<file path="src/rtl/if_id_stage_if.sv">
// Instruction-memory fetch bus between the IF stage and instruction memory.
// Zero-latency protocol: rdata is valid in the same cycle whenever ready is high.
interface if_id_stage_if #(
  parameter int ADDR_W = 32,
  parameter int INST_W = 32
);
  logic [ADDR_W-1:0] addr;
  logic              req;
  logic              ready;
  logic [INST_W-1:0] rdata;

  // The fetch stage drives the address and request, and the memory answers.
  modport master (output addr, output req, input ready, input rdata);
  modport slave  (input addr, input req, output ready, output rdata);
endinterface

</file>
<file path="src/rtl/if_id_stage.sv">
// IF stage plus the IF/ID pipeline register.
// Owns the PC, issues fetches, and applies redirect, stall and bubble rules.
// Keeps saturating debug counters for stall and flush events.
module if_id_stage #(
  parameter int                ADDR_W   = 32,
  parameter int                INST_W   = 32,
  parameter logic [ADDR_W-1:0] RESET_PC = 32'h0000_0000,
  parameter logic [INST_W-1:0] NOP      = 32'h0000_0013,
  parameter int                CNT_W    = 16
) (
  input  logic               clk,
  input  logic               rst_n,
  input  logic               hold_flag,
  input  logic               jump_flag,
  input  logic [ADDR_W-1:0]  jump_addr,
  if_id_stage_if.master      imem,
  output logic [INST_W-1:0]  id_inst,
  output logic [ADDR_W-1:0]  id_pc,
  output logic               id_valid,
  output logic [CNT_W-1:0]   stall_cnt,
  output logic [CNT_W-1:0]   flush_cnt
);

  typedef enum logic [0:0] {
    S_BOOT = 1'b0,
    S_RUN  = 1'b1
  } state_t;

  // The low two bits of a redirect target are forced to zero.
  localparam logic [ADDR_W-1:0] ALIGN_MASK = {{(ADDR_W-2){1'b1}}, 2'b00};
  localparam logic [CNT_W-1:0]  CNT_MAX    = {CNT_W{1'b1}};

  state_t              state_q;
  logic                imem_req_q;
  logic [ADDR_W-1:0]   pc_q,        pc_d;
  logic [INST_W-1:0]   id_inst_q,   id_inst_d;
  logic [ADDR_W-1:0]   id_pc_q,     id_pc_d;
  logic                id_valid_q,  id_valid_d;
  logic [CNT_W-1:0]    stall_cnt_q, stall_cnt_d;
  logic [CNT_W-1:0]    flush_cnt_q, flush_cnt_d;

  // Saturating increment: once the counter reaches all-ones it stays there.
  function automatic logic [CNT_W-1:0] sat_inc(input logic [CNT_W-1:0] v);
    if (v == CNT_MAX) begin
      return v;
    end else begin
      return v + CNT_W'(1);
    end
  endfunction

  // Boot/run controller: one idle cycle after reset, after which it runs until the next reset.
  always_ff @(posedge clk or negedge rst_n) begin
    if (!rst_n) begin
      state_q    <= S_BOOT;
      imem_req_q <= 1'b0;
    end else begin
      case (state_q)
        S_BOOT: begin
          state_q    <= S_RUN;
          imem_req_q <= 1'b1;
        end
        S_RUN: begin
          state_q    <= S_RUN;
          imem_req_q <= 1'b1;
        end
        default: begin
          state_q    <= S_BOOT;
          imem_req_q <= 1'b0;
        end
      endcase
    end
  end

  // Next-state logic for PC, IF/ID and the counters. The priority is redirect, then stall, then bubble, then advance.
  always_comb begin
    pc_d        = pc_q;
    id_inst_d   = id_inst_q;
    id_pc_d     = id_pc_q;
    id_valid_d  = id_valid_q;
    stall_cnt_d = stall_cnt_q;
    flush_cnt_d = flush_cnt_q;
    if (state_q == S_RUN) begin
      if (jump_flag) begin
        // The instruction fetched this cycle is on the wrong path.
        pc_d        = jump_addr & ALIGN_MASK;
        id_inst_d   = NOP;
        id_valid_d  = 1'b0;
        flush_cnt_d = sat_inc(flush_cnt_q);
      end else if (hold_flag) begin
        // Load-use stall: freeze PC and IF/ID together.
        stall_cnt_d = sat_inc(stall_cnt_q);
      end else if (!imem.ready) begin
        // No data from memory: send a bubble and retry the same PC.
        id_inst_d  = NOP;
        id_valid_d = 1'b0;
      end else begin
        id_inst_d  = imem.rdata;
        id_pc_d    = pc_q;
        id_valid_d = 1'b1;
        pc_d       = pc_q + ADDR_W'(4);
      end
    end else begin
      // While booting, hold the PC and keep NOP in IF/ID.
      pc_d = pc_q;
    end
  end

  // Datapath and counter registers.
  always_ff @(posedge clk or negedge rst_n) begin
    if (!rst_n) begin
      pc_q        <= RESET_PC;
      id_inst_q   <= NOP;
      id_pc_q     <= {ADDR_W{1'b0}};
      id_valid_q  <= 1'b0;
      stall_cnt_q <= {CNT_W{1'b0}};
      flush_cnt_q <= {CNT_W{1'b0}};
    end else begin
      pc_q        <= pc_d;
      id_inst_q   <= id_inst_d;
      id_pc_q     <= id_pc_d;
      id_valid_q  <= id_valid_d;
      stall_cnt_q <= stall_cnt_d;
      flush_cnt_q <= flush_cnt_d;
    end
  end

  assign imem.addr = pc_q;
  assign imem.req  = imem_req_q;
  assign id_inst   = id_inst_q;
  assign id_pc     = id_pc_q;
  assign id_valid  = id_valid_q;
  assign stall_cnt = stall_cnt_q;
  assign flush_cnt = flush_cnt_q;

endmodule
</file>
<file path="src/flat_wrapper.sv">
// flat-port wrapper written by rule: the top's interface ports become plain ports
module if_id_stage_flat 
#(
  parameter int                ADDR_W   = 32,
  parameter int                INST_W   = 32,
  parameter logic [ADDR_W-1:0] RESET_PC = 32'h0000_0000,
  parameter logic [INST_W-1:0] NOP      = 32'h0000_0013,
  parameter int                CNT_W    = 16
)
  (clk, rst_n, hold_flag, jump_flag, jump_addr, id_inst, id_pc, id_valid, stall_cnt, flush_cnt, imem_addr, imem_req, imem_ready, imem_rdata);
  if_id_stage_if #(.ADDR_W(ADDR_W), .INST_W(INST_W)) imem_i ();
  input  logic clk;
  input  logic rst_n;
  input  logic hold_flag;
  input  logic jump_flag;
  input  logic [ADDR_W-1:0] jump_addr;
  output logic [INST_W-1:0] id_inst;
  output logic [ADDR_W-1:0] id_pc;
  output logic id_valid;
  output logic [CNT_W-1:0] stall_cnt;
  output logic [CNT_W-1:0] flush_cnt;
  output wire logic [$bits(imem_i.addr)-1:0] imem_addr;
  output wire logic [$bits(imem_i.req)-1:0] imem_req;
  input wire logic [$bits(imem_i.ready)-1:0] imem_ready;
  input wire logic [$bits(imem_i.rdata)-1:0] imem_rdata;
  assign imem_addr = imem_i.addr;
  assign imem_req = imem_i.req;
  assign imem_i.ready = imem_ready;
  assign imem_i.rdata = imem_rdata;
  if_id_stage #(.ADDR_W(ADDR_W), .INST_W(INST_W), .RESET_PC(RESET_PC), .NOP(NOP), .CNT_W(CNT_W)) u_core (.clk(clk), .rst_n(rst_n), .hold_flag(hold_flag), .jump_flag(jump_flag), .jump_addr(jump_addr), .imem(imem_i), .id_inst(id_inst), .id_pc(id_pc), .id_valid(id_valid), .stall_cnt(stall_cnt), .flush_cnt(flush_cnt));
endmodule
</file>
<file path="config.mk">
export PLATFORM = sky130hd
export DESIGN_NAME = if_id_stage_flat
export DESIGN_NICKNAME = d
export VERILOG_FILES = /design/src/rtl/if_id_stage_if.sv /design/src/rtl/if_id_stage.sv /design/src/flat_wrapper.sv
export SDC_FILE = /design/constraint.sdc
export NUM_CORES = 1
export LEC_CHECK = 0
export BUFFER_PORTS_ARGS = -buffer_cell sky130_fd_sc_hd__buf_2
export CORE_ASPECT_RATIO = 1.5
export CORE_UTILIZATION = 50
export DETAILED_ROUTE_END_ITERATION = 8
export GPL_TIMING_DRIVEN = 1
export PLACE_DENSITY = 0.8
export SLEW_MARGIN = 10
export SYNTH_ARGS = -nofsm -noshare
export SYNTH_HDL_FRONTEND = slang
export SYNTH_SLANG_ARGS = --single-unit
</file>
<file path="constraint.sdc">
create_clock -name clk -period 2.2 [get_ports clk]
set_input_delay 0.22 -clock clk [delete_from_list [all_inputs] [get_ports clk]]
set_output_delay 0.22 -clock clk [all_outputs]
set_load 0.05 [all_outputs]
</file>
==> results of run 1 <==
==> state kept, by name, summed over array words and instances, names as in the netlist <==
| register | count |
|---|---|
| u_core.state_q | 1 |
| u_core.id_inst | 32 |
| u_core.imem.addr | 30 |
| u_core.stall_cnt | 16 |
| u_core.id_pc | 30 |
| u_core.flush_cnt | 16 |
| u_core.id_valid | 1 |
==> area by class of cell <==
class	count	area share, %
clock buffer	24	6.246
timing repair buffer	206	14.84
antenna	1	0.03313
sequential	126	41.80
clock inverter	7	1.789
tap	147	2.435
multi-input combinational	396	32.75
inverter	2	0.09940
==> cell families after synthesis <==
group	share of synthesized area (%)
flops	54.66
xor+xnor	4.095
compound gates	14.10
buf+inv	2.860
simple gates	20.10
fa+ha+maj	0.6500
other cells	0.1300
mux	3.401
==> through the flow <==
stage | area (sq um) | setup slack (ps) | total power, uW | hold WS, ps
6_report | 7552 | 308.6 | 7901 | 37.28
5_1_grt | 7552 | 161.6 | 8224 | 29.60
4_1_cts | 7550 | 280.8 | 7951 | 22.12
3_5_place_dp | 6933 | 241.1 | 5035 | 290.8
3_3_place_gp | 6933 | 353.9 | 4962 | 285.5
2_1_floorplan | 5787 | 160.9 | 4424 | -75.59
==> cells in the final DEF (no fill, tap or decap), types with 3 or more instances in the layout <==
cell,netlist,routed
buf_4,5,10
nand2_1,117,117
buf_12,0,4
mux2_2,5,5
nand4_1,17,17
o22ai_1,13,13
dfstp_2,3,3
clkinv_2,0,3
dfrtp_1,123,123
bufinv_16,0,4
xor2_1,7,7
xnor2_1,20,20
o221ai_1,3,3
and4_1,5,5
a21oi_1,20,20
o21ai_0,18,16
clkbuf_1,19,5
a22oi_1,9,9
buf_2,5,191
conb_1,2,5
a311o_1,3,3
and3_1,17,16
nor2_1,22,22
nor3_1,10,10
clkbuf_16,0,17
a22o_1,31,31
mux2i_1,14,14
nand3_1,20,20
ha_1,3,3
o22a_1,4,4
and2_1,4,4
==> worst max-delay path: stages, from the launching register on <==
cell     delay (ps)
dfrtp_1         530
and3_2          760
buf_12          250
nand3_1          90
o311a_1         140
==> worst paths after layout <==
kind,cells past startpoint,startpoint,slack [ps],end
max,4,u_core.state_q,310,u_core.imem.addr[14]
min,2,imem_rdata[22],40,u_core.id_inst[22]
max reg2reg,4,u_core.state_q,310,u_core.imem.addr[14]
min reg2reg,2,u_core.id_pc[6],470,u_core.id_pc[6]
max in group asynchronous,3,rst_n,1160,u_core.imem.addr[11]
min in group asynchronous,2,rst_n,380,u_core.id_inst[25]
==> per-layer routing <==
layer / share of wire (%) / GRT usage [%]
met5: 0 / 0
met4: 2.0 / 11.29
met1: 40 / 33.71
met3: 5.6 / 5.822
met2: 52 / 47.31
==> power by group through the flow <==
stage | logic, uW | registers, uW | clock network [uW]
after global routing | 2150 | 3020 | 3050
final | 2040 | 2970 | 2900
after CTS | 2050 | 2960 | 2940
after floorplan | 515 | 3910 | 0
after global placement | 2000 | 2970 | 0
after detailed placement | 2040 | 2990 | 0
==> flow_summary.ini, run 1 <==
[setup_path]
arrival_ps = 2180
critPathKind = register to register
worst_ep_required_time_ps = 2490
crit_path_start_kind = register
end_kind = register
critPathMaxFanout = 37

[finish]
nFillCells = 865
finish.utilization_pct = 67.95
final_layout_size_suffix_gt1_share_pct = 33.64
multi_input_area_sq_um = 2474
syn_to_final_growth_pct = 30.76
seqCellArea_sq_um = 3157
finish.net_count = 821
fin_cells = 909

[logic_synthesis]
yosysMostFrequentCell = dfrtp_1
synth_common_cells = dfrtp_1, nand2_1, a22o_1
netlist_top_cells_area = dfrtp_1, nand2_1, a22o_1
syn_area_per_cell_sq_um = 10.44
ys_seq_area_share_pct = 54.66
postSynthCellCount = 553
ys_types = 53
synth_edf_count = 0
syn_area_sq_um = 5776
synth_area_leader_cell = dfrtp_1
async_reset_ff_share_pct = 100.0
synth.top_cell.area_share_pct = 53.29
synth.ff_latch_count = 126
synth_flop_cell = dfrtp_1
ys.warnings.count = 0

[sta]
worst_pin_slew_ps = 768.3
slew_headroom_pct = 48.78
finalCriticalPeriod_ps = 1891
fmax_mhz = 528.7
maxSlewViolCount = 0
setup_viol = 0
fin_skew_ps = 7.052
finalHoldViolations = 0
period_share_pct = 85.98
grt_setup_unrepaired = false
fin_tns_setup_ps = 0

[floorplan]
die_h_um = 133.6
fp.dieW_um = 89.76
start_util_pct = 51.96
placementRows = 47
core_area_sq_um = 11110
pin_count = 199
dieArea_sq_um = 11990

[run_status]
status = finished, final reports clean

[global_route]
grt_max_degree = 51
antenna_found_initial = 1
grt.overflow.total = 0
grt_use_total_pct = 27.54
grt_pass1_wl_um = 26080
grt_pass1_vias = 5255

[cts]
clock_latency_ps = 410
clk_pin_slew_ps = 50
numCtsBuffers = 17
tritoncts = built
postCtsHoldBufs = 1
ctsResizeCount = 0
cts_sinks = 126
post_cts_buffers = 0
cts_root_buf = clkbuf_16
htreeDepth = 4
clock_path_buffers = 2

[routing]
antenna_left = 0
via_count = 5108
finalWirelength_um = 15600
dr.pass1.iters = 4
drc_errors = 0
wl_per_cell_um = 17.16
drtIter0Drc = 211
viasPerCell = 5.619

[pwr]
power.switching_uw = 2833
p_seq_share_pct = 37.6
internal_power_uw = 5068
p_per_area_nw_per_um2 = 1046
p_sw_share_pct = 35.85
irDropWorstVdd_mv = 0.5919
comb_power_share_pct = 25.8
clock_power_share_pct = 36.7
cellLeakagePower_uw = 0.003973

[placed_design]
dp_hpwl_um = 10880
dpl.cell_count = 876
port_buffers = 192
place_congestion = 0.8462

[job]
drv_cap = 0

[worst_hold_path]
hold_path_class = input port to register
(Power assumes the default switching activity.)
==> run 2: changes to the inputs <==
PLACE_DENSITY = 0.82   (was 0.8)
==> run 2 against run 1 <==
Hold slack worse by 9.7 ps. Clock-buffer cell count is 1 lower. Register-to-register slack worse by 130 ps. Clock skew is 0.63 ps lower. Total power is 0.98% lower. Clock power is 3% lower. Routed wire length is 0.47% higher. Sequential cell count stayed put. Non-clock buffer count is 5 higher. Critical path depth is 1 higher. Sequential power hardly changed. Critical path type unchanged. Highest routed layer unchanged.
==> flow_summary.ini, run 2 (synthesized netlist as in run 1, its figures left out) <==
[run_status]
status = finished, final reports clean

[setup_path]
rr_startpoint = u_core.imem.addr[4]
critPathMaxFanout = 9
worst_path_most_repeated_cell = nand4_1
crit_slowest_cell = dfrtp_1
arrival_ps = 2370
crit_path_start_kind = register
critPathMaxStageDelay_ps = 480
worst_ep_required_time_ps = 2550
crit_start = u_core.imem.addr[4]
path_cells = nand4_1 > nor2_1 > nand4_1 > nor4_1 > a311o_1
end_kind = register
critPathKind = register to register

[routing]
viasPerCell = 5.659
antenna_left = 0
drtIter0Drc = 269
wl_per_cell_um = 17.15
dr.pass1.iters = 5
drc_errors = 0
finalWirelength_um = 15670
via_count = 5172

[floorplan]
die_h_um = 133.6
dieArea_sq_um = 11990
start_util_pct = 51.96
placementRows = 47
fp.dieW_um = 89.76
pin_count = 199
core_area_sq_um = 11110

[finish]
antennaDiodeCount = 0
syn_to_final_growth_pct = 30.91
layout_commonest_cell = buf_2
multi_input_area_sq_um = 2474
seqCellArea_sq_um = 3157
fin_cells = 914
layout_common_cells = buf_2, dfrtp_1, nand2_1
final_layout_size_suffix_gt1_share_pct = 34.68
largest_reg_flops = 32
fin_area_sq_um = 7561
nFillCells = 851
finish.net_count = 826

[sta]
timing.final.ws_setup_ps = 178.0
setup_viol = 0
fin_skew_ps = 6.420
grt_setup_unrepaired = false
fin_tns_setup_ps = 0
finalHoldViolations = 0
finalCriticalPeriod_ps = 2022
slew_headroom_pct = 59.74
period_share_pct = 91.91
maxSlewViolCount = 0
worst_pin_slew_ps = 604.0
fmax_mhz = 494.6

[worst_hold_path]
min_from = imem_rdata[28]
hold_path_class = input port to register

[global_route]
grt_pass1_vias = 5081
grt_pass1_wl_um = 25390
antenna_found_initial = 0
grt.overflow.total = 0
grt_max_degree = 47
grt_use_total_pct = 26.98

[job]
drv_cap = 0

[placed_design]
dpl.cell_count = 881
place_ws_ps = 347.2
dpl_cell_area_sq_um = 6945
port_buffers = 192
dp_hpwl_um = 11220
place_congestion = 0.8995

[cts]
htreeDepth = 4
ctsResizeCount = 0
cts_root_buf = clkbuf_16
postCtsHoldBufs = 1
tritoncts = built
post_cts_buffers = 0
cts_sinks = 126
clock_latency_ps = 410
clock_path_buffers = 2
numCtsBuffers = 17
clk_pin_slew_ps = 60

[pwr]
p_per_area_nw_per_um2 = 1035
irDropWorstVdd_mv = 0.5304
cellLeakagePower_uw = 0.003988
==> run 2: path summary, 6_finish.rpt <==
path                                        end  slack, ps  depth (start not counted)
max                        u_core.imem.addr[23]        180                          5
min                          u_core.id_inst[28]         30                          2
max reg2reg                u_core.imem.addr[23]        180                          5
min reg2reg                     u_core.id_pc[8]        470                          2
max in group asynchronous   u_core.stall_cnt[8]       1100                          3
min in group asynchronous    u_core.id_inst[22]        350                          2
==> run 2: power by group <==
part / internal [uW] / switching [uW]
logic: 524 / 1530
clock network: 1810 / 995
registers: 2600 / 361
total: 4940 / 2880
==> run 2: routing by layer <==
metal | part of all wire, % | vias to the layer above | GRT usage [%] | wire length (um)
met4 | 2.6 | 0 | 12.66 | 401
met5 | 0 | - | 0 | 0
met1 | 40 | 2506 | 32.97 | 6302
met3 | 6.3 | 41 | 5.308 | 988
li1 | - | 2394 | - | -
met2 | 51 | 231 | 45.94 | 7980
==> run 2: metrics by stage <==
step / hold slack, ps / power (uW) / utilization [%]
global route: 27.66 / 8110 / 68.03
CTS: 16.37 / 7865 / 68.03
global placement: 246.8 / 4967 / 62.49
detailed placement: 258.8 / 5028 / 62.49
floorplan: -75.59 / 4424 / -
finish: 27.61 / 7824 / 68.03
==> run 2: worst max-delay path, delay by kind of cell (launching register included) <==
kind / cells / cell delay (ps)
simple gates: 4 / 1290
flops: 1 / 480
compound gates: 1 / 190
==> run 2: layout make-up <==
class | instances | share of cell area [%]
inverters | 2 | 0.09929
flip-flops and latches | 126 | 41.75
repair buffers | 211 | 14.99
clock inverters | 9 | 1.423
well taps | 147 | 2.433
multi-input cells | 396 | 32.72
clock buffers | 23 | 6.586
